<file path="config.mk">
export PLATFORM = sky130hd
export DESIGN_NAME = load_store_unit
export DESIGN_NICKNAME = d
export VERILOG_FILES = /design/src/rtl/load_store_unit_pkg.sv /design/src/rtl/load_extend.sv /design/src/rtl/load_store_unit.sv
export SDC_FILE = /design/constraint.sdc
export NUM_CORES = 1
export LEC_CHECK = 0
export ABC_AREA = 1
export BUFFER_PORTS_ARGS = -buffer_cell sky130_fd_sc_hd__buf_2
export CAP_MARGIN = 20
export CELL_PAD_IN_SITES_DETAIL_PLACEMENT = 1
export CELL_PAD_IN_SITES_GLOBAL_PLACEMENT = 2
export CORE_MARGIN = 2
export CORE_UTILIZATION = 24
export CTS_CLUSTER_DIAMETER = 100
export CTS_CLUSTER_SIZE = 28
export DETAILED_ROUTE_END_ITERATION = 16
export PLACE_DENSITY_LB_ADDON = 0.1
export SLEW_MARGIN = 5
export SYNTH_ARGS = -nofsm -noshare
export SYNTH_HDL_FRONTEND = slang
export SYNTH_SLANG_ARGS = --single-unit
</file>
<file path="constraint.sdc">
create_clock -name clk_i -period 2.7 [get_ports clk_i]
set_input_delay 0 -clock clk_i [delete_from_list [all_inputs] [get_ports clk_i]]
set_output_delay 0 -clock clk_i [all_outputs]
set_load 0.005 [all_outputs]
</file>
<file path="src/rtl/load_store_unit_pkg.sv">
// Shared control definitions for the load/store unit: op encodings, funct3 access widths,
// FSM states and the alignment rule.
package load_store_unit_pkg;

   typedef enum logic [1:0] {
      OpNone  = 2'b00,
      OpLoad  = 2'b01,
      OpStore = 2'b10,
      OpRsvd  = 2'b11
   } op_e;

   typedef enum logic [1:0] {
      StIdle,
      StReq,
      StResp
   } state_e;

   // funct3[1:0] gives the access size; funct3[2] selects zero extension for loads
   localparam logic [1:0] SizeByte = 2'b00;
   localparam logic [1:0] SizeHalf = 2'b01;
   localparam logic [1:0] SizeWord = 2'b10;

   localparam logic [2:0] Funct3Lb  = 3'b000;
   localparam logic [2:0] Funct3Lh  = 3'b001;
   localparam logic [2:0] Funct3Lw  = 3'b010;
   localparam logic [2:0] Funct3Lbu = 3'b100;
   localparam logic [2:0] Funct3Lhu = 3'b101;

   function automatic logic is_aligned(input logic [1:0] size, input logic [1:0] offset);
      logic ok;
      if (size == SizeByte) begin
         ok = 1'b1;
      end else if (size == SizeHalf) begin
         ok = ~offset[0];
      end else begin
         ok = (offset == 2'b00);
      end
      return ok;
   endfunction

endpackage

</file>
<file path="src/rtl/load_extend.sv">
// Selects the byte/half lane of a read word by address offset and sign- or zero-extends it.
module load_extend
   import load_store_unit_pkg::*;
(
   input  logic [31:0] rdata_i,
   input  logic [1:0]  offset_i,
   input  logic [2:0]  funct3_i,
   output logic [31:0] data_o
);

   logic [31:0] lane;

   always_comb begin
      lane   = rdata_i >> {offset_i, 3'b000};
      data_o = lane;
      case (funct3_i)
         Funct3Lb:  data_o = {{24{lane[7]}}, lane[7:0]};
         Funct3Lh:  data_o = {{16{lane[15]}}, lane[15:0]};
         Funct3Lbu: data_o = {24'h0, lane[7:0]};
         Funct3Lhu: data_o = {16'h0, lane[15:0]};
         default:   data_o = lane;
      endcase
   end

endmodule

</file>
<file path="src/rtl/load_store_unit.sv">
// RV32I load/store unit: IDLE -> REQ -> RESP bus handshake with lane steering.
// Define LSU_TIMEOUT_EN to enable the response timeout (bus_err_o after TIMEOUT_CYCLES).
module load_store_unit
   import load_store_unit_pkg::*;
#(
   parameter int unsigned TIMEOUT_CYCLES = 255
) (
   input  logic        clk_i,
   input  logic        reset_i,
   input  logic        op_valid_i,
   input  logic [1:0]  op_i,
   input  logic [2:0]  funct3_i,
   input  logic [31:0] addr_i,
   input  logic [31:0] store_data_i,
   output logic        mem_req_o,
   output logic        mem_we_o,
   output logic [31:0] mem_addr_o,
   output logic [31:0] mem_wdata_o,
   output logic [3:0]  mem_be_o,
   input  logic        mem_gnt_i,
   input  logic        mem_rvalid_i,
   input  logic [31:0] mem_rdata_i,
   output logic [31:0] load_data_o,
   output logic        done_o,
   output logic        busy_o,
   output logic        misaligned_o,
   output logic        bus_err_o
);

   state_e      state_q, state_d;
   logic        store_q;
   logic [2:0]  funct3_q;
   logic [31:0] addr_q, data_q, load_data_q;
   logic        done_q, misaligned_q;
   logic        is_mem_op, aligned, accept, resp_ok, timeout;
   logic [31:0] ext_data, wdata;
   logic [3:0]  be;

   assign is_mem_op = op_valid_i && ((op_i == OpLoad) || (op_i == OpStore));
   assign aligned   = is_aligned(funct3_i[1:0], addr_i[1:0]);
   assign accept    = (state_q == StIdle) && is_mem_op && aligned;
   assign resp_ok   = (state_q == StResp) && mem_rvalid_i;

`ifdef LSU_TIMEOUT_EN
   logic [31:0] tmo_cnt_q;
   logic        bus_err_q;

   assign timeout = (state_q == StResp) && !mem_rvalid_i &&
                    (tmo_cnt_q >= (TIMEOUT_CYCLES - 32'd1));

   always_ff @(posedge clk_i or posedge reset_i) begin
      if (reset_i) begin
         tmo_cnt_q <= '0;
         bus_err_q <= 1'b0;
      end else begin
         bus_err_q <= timeout;
         if ((state_q == StResp) && !mem_rvalid_i && !timeout) begin
            tmo_cnt_q <= tmo_cnt_q + 32'd1;
         end else begin
            tmo_cnt_q <= '0;
         end
      end
   end

   assign bus_err_o = bus_err_q;
`else
   logic unused_timeout_cfg;
   assign unused_timeout_cfg = ^TIMEOUT_CYCLES;
   assign timeout   = 1'b0;
   assign bus_err_o = 1'b0;
`endif

   always_comb begin
      state_d = state_q;
      unique case (state_q)
         StIdle:  if (accept) state_d = StReq;
         StReq:   if (mem_gnt_i) state_d = StResp;
         StResp:  if (mem_rvalid_i || timeout) state_d = StIdle;
         default: state_d = StIdle;
      endcase
   end

   always_ff @(posedge clk_i or posedge reset_i) begin
      if (reset_i) begin
         state_q      <= StIdle;
         store_q      <= 1'b0;
         funct3_q     <= '0;
         addr_q       <= '0;
         data_q       <= '0;
         load_data_q  <= '0;
         done_q       <= 1'b0;
         misaligned_q <= 1'b0;
      end else begin
         state_q      <= state_d;
         done_q       <= resp_ok;
         misaligned_q <= (state_q == StIdle) && is_mem_op && !aligned;
         if (accept) begin
            store_q  <= (op_i == OpStore);
            funct3_q <= funct3_i;
            addr_q   <= addr_i;
            data_q   <= store_data_i;
         end
         if (resp_ok && !store_q) begin
            load_data_q <= ext_data;
         end else if (timeout) begin
            load_data_q <= '0;
         end
      end
   end

   load_extend u_load_extend (
      .rdata_i  (mem_rdata_i),
      .offset_i (addr_q[1:0]),
      .funct3_i (funct3_q),
      .data_o   (ext_data)
   );

   // Narrow stores are replicated on every lane; byte enables pick the real one
   always_comb begin
      wdata = data_q;
      be    = 4'b1111;
      case (funct3_q[1:0])
         SizeByte: begin
            wdata = {4{data_q[7:0]}};
            be    = 4'b0001 << addr_q[1:0];
         end
         SizeHalf: begin
            wdata = {2{data_q[15:0]}};
            be    = 4'b0011 << addr_q[1:0];
         end
         default: begin
            wdata = data_q;
            be    = 4'b1111;
         end
      endcase
   end

   assign mem_req_o    = (state_q == StReq);
   assign mem_we_o     = (state_q == StReq) && store_q;
   assign mem_be_o     = (state_q == StReq) ? be : 4'b0000;
   assign mem_addr_o   = {addr_q[31:2], 2'b00};
   assign mem_wdata_o  = wdata;
   assign load_data_o  = load_data_q;
   assign done_o       = done_q;
   assign misaligned_o = misaligned_q;
   assign busy_o       = (state_q != StIdle) || accept;

endmodule

</file>
==> run metrics <==
Slew @ Worst Pin 810 ps; Hold Vio Cnt, Final 0; Routed Antenna Nets 0; most frequent cell after synthesis nand2_1; placer congestion estimate 0.739; Remaining Overflow, GRT 0; clock skew 12.8 ps; Multi-input gate area 2340 um^2; Worst Min Path Start mem_rdata_i[14]; top-area cell type share of the netlist area 45.8%; Placeable Area 23300 um^2; Post-synth ARST share 100%; TritonCTS Buffers 9; Final Critical Period 1970 ps; clock-pin slew on the worst setup and hold paths 80 ps; vias in the first global route 5969; first-pass GRT wire length 33100 um; worst skew pair latency 360 ps; Post-DP HPWL 14400 um; Worst Hold Class input port to flip-flop; drt wl/cell 15.7 um; IO Port Bufs 208; reg2reg start funct3_q[1]; Critical Path AT 1970 ps; pre-CTS WS 818 ps; Global Route Usage Sum 17.3%; CTS H-Tree Depth 3; Yosys reg bits 104; filler instances 2939; TritonCTS Sinks 104; CTS tree yes; Pleak 4.37 nW; Peak supply drop 0.297 mV; Die Wd 158 um; register area share after synthesis 45.8%; MaxCap Viol Count 0; die area 24900 um^2; vias post-DR 5694; yosys warns 0; slew margin rel. 46.0%; share of cells above drive strength 1 25.4%; area grow syn2layout 36.5%; register area 2600 um^2; Routed Wire Length 20900 um; Netlist cell types 25; CP peak stage delay 340 ps; status complete, no violations; Clock Path Buffers 2; cell area power density 872 nW/um^2; Post-synth top cells nand2_1 (326), nand3_1 (130), dfrtp_1 (104); CTS root buffer clkbuf_16; DRC 0; Die H 158 um; Syn Area/Cell 7.19 um^2; RSZ-0062 raised after global routing no; CP max-delay cell dfrtp_1; Synth area leader dfrtp_1; final cell count without fillers 1337; fmax 507 MHz; Startpoint Class flip-flop; Final Cycle Share 73.0%; ys flop type dfrtp_1; Critical Path Sink Type output port; Mapped Cells 790; Area contributors post-synth dfrtp_1 (46%), nand2_1 (22%), nand3_1 (11%); CP startpoint funct3_q[1]; cell count after placement 1244; Final Cell Area 7760 um^2; Power Total 0.00677 W; IO Count 212; Detailed Route Iter0 Violations 270; initial antenna violation count 0; critical path type flip-flop to output port; worst path required time 2700 ps; Placement Rows 56; fin nets 1120; post_cts resized 0; DRT Pass-1 Iters 4; final setup fails 0; area of the mapped netlist 5680 um^2; Crit Path Max Fanout 15; Vias per Instance 4.26; setup TNS 0 ps; r2r setup slk 860 ps; fin worst setup slack 729 ps; initial core utilization 24.4%; Max Slew Vio Count 0; worst path cell trace inv_1 > nand2_1 > buf_4 > clkinv_1 > o21ai_0 > buf_2; Post-synth EDFFs 0; Post-DP Area 6700 um^2; Hold Buf Count CTS 77; pin count of the biggest net entering global routing 105; # diodes 0; postcts setup bufs 0
state kept, by name (all words and copies together) (netlist names):
register      count
store_q           1
funct3_q          3
load_data_o      32
state_q           2
misaligned_o      1
data_q           32
addr_q           32
done_o            1
critical path, delay by kind of cell, from the launching register on:
family                 cells  cell delay, ps
AOI/OAI and AO/OA          1             260
DFF                        1             340
buffers and inverters      4             870
and+or+nand+nor            1             140
cell type report:
cell class	count	share of cell area, %
multi-input cells	544	30.2
inverters	58	2.89
clock inverters	5	0.580
well taps	319	5.14
flip-flops and latches	104	33.5
clock buffers	11	3.13
repair buffers	296	24.6
layer usage:
metal	global-route usage (%)	vias to the layer above	part of all wire, %
li1	-	2839	-
met1	23.1	2699	47
met2	28.4	138	46
met3	3.39	18	5.2
met4	5.11	0	1.6
met5	0	-	0
report_power, final:
part / internal [W] / leakage (nW) / total, W / switching, W
registers: 0.00216 / 1.28 / 0.00254 / 0.000380
logic: 0.00119 / 2.95 / 0.00287 / 0.00168
clock network: 0.000670 / 0.139 / 0.00135 / 0.000683
total: 0.00402 / 4.37 / 0.00677 / 0.00274
path summary, 6_finish.rpt:
| check | to | cells past startpoint |
|---|---|---|
| setup reg to reg | load_data_o[19] | 7 |
| max in group asynchronous | load_data_o[20] | 4 |
| hold reg to reg | addr_q[29] | 2 |
| hold / removal | load_data_o[6] | 5 |
| setup / recovery | mem_wdata_o[8] | 6 |
| min in group asynchronous | load_data_o[1] | 4 |
logic make-up after synthesis:
group,synth area share (%)
flip-flops,45.8
buffers and inverters,13.3
AND/OR/NAND/NOR,39.0
other,0.0660
adder cells (fa/ha/maj),0.220
AO/OA/AOI/OAI,1.61
stage by stage:
stage	hold slack, ps	utilization [%]
3_3_place_gp	220	28.7
5_1_grt	35.8	33.3
2_1_floorplan	106	-
4_1_cts	3.54	33.3
6_report	9.01	33.3
3_5_place_dp	223	28.7
placed cells by master, fill, tap and decap left out:
master / count
dlygate4sd3_1: 77
clkbuf_16: 9
nand4_2: 1
dfrtp_1: 104
clkinvlp_4: 2
o21a_1: 1
nand2_1: 325
inv_1: 52
nand3_2: 1
or2_2: 13
buf_2: 208
clkbuf_8: 1
inv_8: 1
clkinv_1: 1
buf_4: 10
or2_1: 10
clkbuf_1: 1
nor2_4: 1
ha_1: 1
inv_4: 1
inv_6: 2
a21oi_4: 1
nand3_1: 130
nor2_1: 40
o211ai_1: 2
inv_2: 3
buf_12: 1
nand2_2: 3
clkinv_4: 1
conb_1: 3
a21oi_1: 3
o21ai_0: 9
Note: power is estimated with default switching activity, not from simulation.
